--- src/rtl/rotary_step_ctrl.sv ---
// rtl/rotary_step_ctrl.sv - Filtered quadrature decoder driving per-mode stepped table addresses
module rotary_step_ctrl #(
    parameter int ADDR_W     = 11,
    parameter int NUM_CH     = 5,
    parameter int FILT_LEN   = 8,
    parameter int STEP_LVLS  = 3,
    parameter int STEP_SHIFT = 3,
    parameter int ADDR_MAX   = 2047,
    parameter int RESET_ADDR = 0,
    parameter int WRAP       = 0
) (
    input  logic              Fg_clk,
    input  logic              Resetn,
    input  logic              Rot_A,
    input  logic              Rot_B,
    input  logic              Rot_C,
    input  logic [2:0]        Mode,
    output logic [ADDR_W-1:0] address,
    output logic [1:0]        Step_Lvl,
    output logic              FreqChng
);

    localparam int CNT_W = (FILT_LEN > 1) ? $clog2(FILT_LEN) : 1;
    localparam int SUM_W = ADDR_W + 2;
    localparam logic [SUM_W-1:0] L_MAX = SUM_W'(ADDR_MAX);
    localparam logic [SUM_W-1:0] L_MOD = SUM_W'(ADDR_MAX + 1);

    typedef enum logic [2:0] {
        S_IDLE, S_CW1, S_CW2, S_CW3, S_CCW1, S_CCW2, S_CCW3, S_ERR
    } state_t;

    // Bit 1 carries phase A, bit 0 phase B, so {A,B} reads directly as the quadrature code.
    logic [1:0]        r_meta;
    logic [1:0]        r_sync;
    logic [1:0]        r_filt;
    logic [CNT_W-1:0]  r_cnt [2];
    state_t            r_state;
    state_t            w_next;
    logic              w_det_up;
    logic              w_det_dn;
    logic [ADDR_W-1:0] r_ch [NUM_CH];
    logic [1:0]        r_lvl;
    logic [2:0]        r_mode;
    logic              r_freq;
    logic              w_mode_ok;
    logic [2:0]        w_sel;
    logic [ADDR_W-1:0] w_cur;
    logic [SUM_W-1:0]  w_step;
    logic [SUM_W-1:0]  w_up;
    logic [SUM_W-1:0]  w_dn;
    logic [ADDR_W-1:0] w_up_res;
    logic [ADDR_W-1:0] w_dn_res;
    logic [ADDR_W-1:0] w_new;
    logic              w_apply;
    logic              w_changed;
    logic              w_mode_chg;

    // Two-flop synchroniser for the asynchronous encoder phases; idle level is high.
    always_ff @(posedge Fg_clk or negedge Resetn) begin
        if (!Resetn) begin
            r_meta <= 2'b11;
            r_sync <= 2'b11;
        end else begin
            r_meta <= {Rot_A, Rot_B};
            r_sync <= r_meta;
        end
    end

    // Accept a new level only after FILT_LEN consecutive synchronised samples disagree with the current one.
    always_ff @(posedge Fg_clk or negedge Resetn) begin
        if (!Resetn) begin
            r_filt <= 2'b11;
            for (int i = 0; i < 2; i++) r_cnt[i] <= '0;
        end else begin
            for (int i = 0; i < 2; i++) begin
                if (r_sync[i] == r_filt[i]) begin
                    r_cnt[i] <= '0;
                end else if (r_cnt[i] == CNT_W'(FILT_LEN - 1)) begin
                    r_filt[i] <= r_sync[i];
                    r_cnt[i]  <= '0;
                end else begin
                    r_cnt[i] <= r_cnt[i] + CNT_W'(1);
                end
            end
        end
    end

    // Decoder state register.
    always_ff @(posedge Fg_clk or negedge Resetn) begin
        if (!Resetn) r_state <= S_IDLE;
        else         r_state <= w_next;
    end

    // Decoder transitions: full cycles emit a detent, reversals back up, two-bit jumps park in ERR until 11.
    always_comb begin
        w_next   = r_state;
        w_det_up = 1'b0;
        w_det_dn = 1'b0;
        case (r_state)
            S_IDLE: case (r_filt)
                2'b10: w_next = S_CW1;
                2'b01: w_next = S_CCW1;
                2'b00: w_next = S_ERR;
                default: ;
            endcase
            S_CW1: case (r_filt)
                2'b00: w_next = S_CW2;
                2'b11: w_next = S_IDLE;
                2'b01: w_next = S_ERR;
                default: ;
            endcase
            S_CW2: case (r_filt)
                2'b01: w_next = S_CW3;
                2'b10: w_next = S_CW1;
                2'b11: w_next = S_ERR;
                default: ;
            endcase
            S_CW3: case (r_filt)
                2'b11: begin w_next = S_IDLE; w_det_up = 1'b1; end
                2'b00: w_next = S_CW2;
                2'b10: w_next = S_ERR;
                default: ;
            endcase
            S_CCW1: case (r_filt)
                2'b00: w_next = S_CCW2;
                2'b11: w_next = S_IDLE;
                2'b10: w_next = S_ERR;
                default: ;
            endcase
            S_CCW2: case (r_filt)
                2'b10: w_next = S_CCW3;
                2'b01: w_next = S_CCW1;
                2'b11: w_next = S_ERR;
                default: ;
            endcase
            S_CCW3: case (r_filt)
                2'b11: begin w_next = S_IDLE; w_det_dn = 1'b1; end
                2'b00: w_next = S_CCW2;
                2'b01: w_next = S_ERR;
                default: ;
            endcase
            S_ERR: if (r_filt == 2'b11) w_next = S_IDLE;
            default: w_next = S_IDLE;
        endcase
    end

    assign w_mode_ok  = (32'(Mode) < NUM_CH);
    assign w_sel      = w_mode_ok ? Mode : 3'd0;
    assign w_cur      = r_ch[w_sel];
    assign w_step     = SUM_W'(1) << (STEP_SHIFT * int'(r_lvl));
    // Two spare bits: one for the carry past ADDR_MAX, one as the sign of an underflow.
    assign w_up       = {2'b00, w_cur} + w_step;
    assign w_dn       = {2'b00, w_cur} - w_step;
    assign w_apply    = (w_det_up | w_det_dn) & w_mode_ok;
    assign w_changed  = w_apply && (w_new != w_cur);
    assign w_mode_chg = w_mode_ok && (Mode != r_mode);

    // Bound the stepped address: clamp to 0/ADDR_MAX or fold modulo ADDR_MAX+1.
    always_comb begin
        w_up_res = ADDR_W'(w_up);
        w_dn_res = ADDR_W'(w_dn);
        w_new    = w_cur;
        if (w_up > L_MAX) w_up_res = (WRAP != 0) ? ADDR_W'(w_up - L_MOD) : ADDR_W'(L_MAX);
        if (w_dn[SUM_W-1]) w_dn_res = (WRAP != 0) ? ADDR_W'(w_dn + L_MOD) : '0;
        if (w_det_up)      w_new = w_up_res;
        else if (w_det_dn) w_new = w_dn_res;
    end

    // Channel registers, step level, mode history and the reload pulse.
    always_ff @(posedge Fg_clk or negedge Resetn) begin
        if (!Resetn) begin
            for (int i = 0; i < NUM_CH; i++) r_ch[i] <= ADDR_W'(RESET_ADDR);
            r_lvl  <= 2'd0;
            r_mode <= 3'd0;
            r_freq <= 1'b0;
        end else begin
            if (w_apply) r_ch[w_sel] <= w_new;
            r_freq <= w_changed | w_mode_chg;
            r_mode <= Mode;
            if (Rot_C) r_lvl <= (r_lvl == 2'(STEP_LVLS - 1)) ? 2'd0 : r_lvl + 2'd1;
        end
    end

    assign address  = w_cur;
    assign Step_Lvl = r_lvl;
    assign FreqChng = r_freq;

endmodule
--- config.mk ---
export PLATFORM = sky130hd
export DESIGN_NAME = rotary_step_ctrl
export DESIGN_NICKNAME = d
export VERILOG_FILES = /design/src/rtl/rotary_step_ctrl.sv
export SDC_FILE = /design/constraint.sdc
export NUM_CORES = 1
export LEC_CHECK = 0
export BUFFER_PORTS_ARGS = -buffer_cell sky130_fd_sc_hd__buf_4
export CORE_ASPECT_RATIO = 2
export CORE_MARGIN = 2
export CORE_UTILIZATION = 58
export CTS_BUF_LIST = sky130_fd_sc_hd__clkbuf_4 sky130_fd_sc_hd__clkbuf_8
export CTS_CLUSTER_DIAMETER = 80
export DETAILED_ROUTE_END_ITERATION = 10
export PLACE_DENSITY = 0.88
export SETUP_SLACK_MARGIN = 0.2
export SLEW_MARGIN = 20
export SYNTH_ARGS = -nofsm -noshare
export SYNTH_HDL_FRONTEND = slang
export SYNTH_SLANG_ARGS = --single-unit
export TNS_END_PERCENT = 1
--- constraint.sdc ---
create_clock -name Fg_clk -period 3.3 [get_ports Fg_clk]
set_input_delay 0.165 -clock Fg_clk [delete_from_list [all_inputs] [get_ports Fg_clk]]
set_output_delay 0.165 -clock Fg_clk [all_outputs]
set_load 0.02 [all_outputs]
==> flow_metrics.tcl <==
set metrics [dict create \
    status "complete, but fails checks" \
    failed_checks "negative setup slack" \
    intPower_mw 2.28 \
    hp-class "in2reg" \
    grt_pass1_vias 5121 \
    worstMarginPinSlew_ns 0.940 \
    cts-root-buf "clkbuf_8" \
    dp_cells 742 \
    required_ns 3.55 \
    fmax_ghz 0.296 \
    cts_inserted_buffers 9 \
    num_antenna_cells 0 \
    detailroute.via_count 4949 \
    gr-usage-met1_pct 34.9 \
    grt_max_degree 77 \
    rsz0062_at_grt "yes" \
    grtUsageTotal_pct 36.7 \
    max_slew_margin_pct 37.3 \
    setup_violations 1 \
    crit_fanout 3 \
    synth_edf_count 0 \
    antenna_found_initial 0 \
    clkLatencyLatePin_ns 0.36 \
    maxSlewViolCount 0 \
    drt-initial-drc-count 311 \
    busiest_layer "met2" \
    seq_area_frac_synth_pct 38.9 \
    syn_nets 575 \
    power.density_nw_per_um2 579 \
    rows 47 \
    clkPwrFrac_pct 23.9 \
    cp-end-kind "flop" \
    core_area_um2 8230 \
    worstPathArrival_ns 3.63 \
    finClkSkew_ns 0.0128 \
    layout_min_cycle_time_ns 3.38 \
    hold_viol 0 \
    switchingPower_mw 1.37 \
    grt_pass1_wl_um 26200 \
    nets 689 \
    die_h_um 134 \
    overflow 0 \
    ys_dominant_reg_cell "dfrtp_1" \
    cts_htree_levels 3 \
    firstDrtPassIters 5 \
    netlist_area_um2 4910 \
    drcViolationCount 0 \
    io_pins 22 \
    gp_congestion 1.02 \
    start_kind "flop" \
    yosys.area_share.xor_xnor_pct 1.96 \
    die_area_um2 9260 \
    tns_ns -0.0804 \
    vdd_ir_drop_max_mv 0.567 \
    area_growth_pct 28.5 \
    fillers 583 \
    p_leak_nw 2.86 \
    synthMuxAreaShare_pct 6.29 \
    synthAdderAreaFrac_pct 5.35 \
    die_x_um 69.1 \
    wl_per_cell_um 21.6 \
    ys_ff_latch 76 \
    clk_pin_slew_ns 0.08 \
    yosysUniqueCellTypes 81 \
    wirelength_um 16500 \
    async_flop_share_pct 100 \
    portBuffers 21 \
    ys_warn_count 0 \
    hpwlAfterDp_um 12400 \
    synthSimpleGateAreaFrac_pct 17.5 \
    post-route-period-util_pct 102 \
    clock-sinks 76 \
    drt.antenna.violating_nets 0 \
    hold_ws_ns 0.0628 \
    cts_max_path_buffers 2 \
    via_per_inst 6.49 \
    syn_avg_cell_area_um2 8.99 \
    share_seq_of_total_power_pct 30.7 \
    met2_usage_pct 68.5 \
    path_class "reg2reg" \
    synth_compound_area_share_pct 25.2 \
    instances_no_fill 763 \
    use_met3_pct 5.03 \
    initial_core_util_pct 59.6 \
    comb_power_share_pct 45.4 \
    worst_slack_ns -0.0804 \
    drv_cap 0 \
    cts_tree "done" \
    layout-drive-gt1-share_pct 32.0 \
    p_sw_share_pct 37.5 \
    synth_top_family_by_area "compound AO/OA/AOI/OAI gates" \
    syn_inst 546 \
]
area by class of cell:
type	count	area (µm²)	area share [%]
Multi-Input combinational cell	421	2940	46.6
Sequential cell	76	1910	30.3
Timing Repair Buffer	133	1020	16.2
Clock buffer	9	124	1.96
Clock inverter	7	123	1.94
Tap cell	98	123	1.94
Inverter	19	71.3	1.13
worst max-delay path: stages, from the launching register on:
cell and delay, ns:
dfrtp_1 0.39, mux4_2 0.48, nor2_2 0.11, a21oi_2 0.06
ha_2 0.19, or3_4 0.41, buf_4 0.16, o41ai_4 0.29
mux2i_1 0.30, o2111ai_1 0.14, a221oi_1 0.25, o2111ai_1 0.15
o41a_1 0.33
worst paths after layout:
kind / startpoint / end / slack [ns] / depth (start not counted)
min in group asynchronous: Resetn / r_cnt[2] / 0.47 / 2
max in group asynchronous: Resetn / r_ch[38] / 2.19 / 2
worst min-delay path: Rot_C / Step_Lvl[0] / 0.06 / 2
worst max-delay path: r_ch[17] / FreqChng / -0.08 / 12
worst max register to register: r_ch[17] / FreqChng / -0.08 / 12
worst min register to register: r_meta[1] / r_sync[1] / 0.36 / 0
metrics by stage:
stage               util (%)  setup WS (ns)  cell area [µm²]  power [mW]
finish                  76.6        -0.0804             6310        3.65
CTS                     76.1        -0.0145             6270        3.60
floorplan                  -         -0.201             5000        2.05
global placement        71.9         -0.251             5920        2.62
detailed placement      71.9         -0.251             5920        2.69
global route            76.6         -0.184             6310        3.83
per-layer routing:
| layer | routed length [µm] | up-vias |
|---|---|---|
| met5 | 0 | - |
| met4 | 1380 | 0 |
| met3 | 763 | 104 |
| met1 | 5320 | 2393 |
| li1 | - | 2201 |
| met2 | 9020 | 251 |
power by group through the flow:
stage / combinational [mW] / clock (mW) / sequential, mW
after floorplan: 0.920 / 0 / 1.13
after global placement: 1.49 / 0 / 1.13
final: 1.66 / 0.872 / 1.12
after CTS: 1.60 / 0.880 / 1.12
after global routing: 1.78 / 0.919 / 1.13
after detailed placement: 1.56 / 0 / 1.14
state kept, by name, summed over array words and instances (netlist names):
register and count:
r_meta 2, Step_Lvl 2, r_ch 55, r_sync 2, r_state 3, r_filt 2, r_mode 3, FreqChng 1
r_cnt 6
timing repair:
| action | 4_1_cts | 5_1_grt |
|---|---|---|
| hold buffers | 3 | 0 |
| endpoints found under the hold margin | 72 | 0 |
| cloned | 0 | 0 |
| pin swaps | 5 | 7 |
| setup buffers | 2 | 0 |
| endpoints found under the setup margin | 26 | 51 |
| gates resized for setup | 16 | 13 |
placed cells by master, fill, tap and decap left out, types with 9 or more instances in the layout:
cell type  count
buf_4        128
o21ai_1       12
nand2_1       85
o21ai_0       56
dfrtp_1       70
xnor2_1        9
mux2i_1       14
inv_1         15
nand3_1       10
clkbuf_8       9
ha_1          17
nor2_1        29
a21oi_1       21
cell usage after synthesis, drive strengths merged (7+ instances only):
| cell | count | share of area (%) |
|---|---|---|
| dfrtp | 70 | 36 |
| o22ai | 7 | 1.0 |
| ha | 21 | 5.4 |
| nand3 | 12 | 1.2 |
| xnor2 | 9 | 1.6 |
| nand2b | 7 | 0.89 |
| a221oi | 7 | 1.5 |
| mux2i | 14 | 2.9 |
| a31oi | 9 | 1.1 |
| mux2 | 12 | 3.0 |
| buf | 13 | 2.1 |
| clkbuf | 17 | 1.3 |
| nor3 | 8 | 0.92 |
| inv | 18 | 1.4 |
| a21o | 7 | 1.1 |
| a21oi | 24 | 2.4 |
| nand2 | 89 | 6.9 |
| o21ai | 71 | 7.3 |
| nor2 | 30 | 2.3 |
kinds of logic after synthesis:
family,after synthesis
flip-flops,76
multiplexers,27
buffers and inverters,49
AO/OA/AOI/OAI,180
AND/OR/NAND/NOR,182
adder cells (fa/ha/maj),21
XOR/XNOR,11
(Power assumes the default switching activity.)
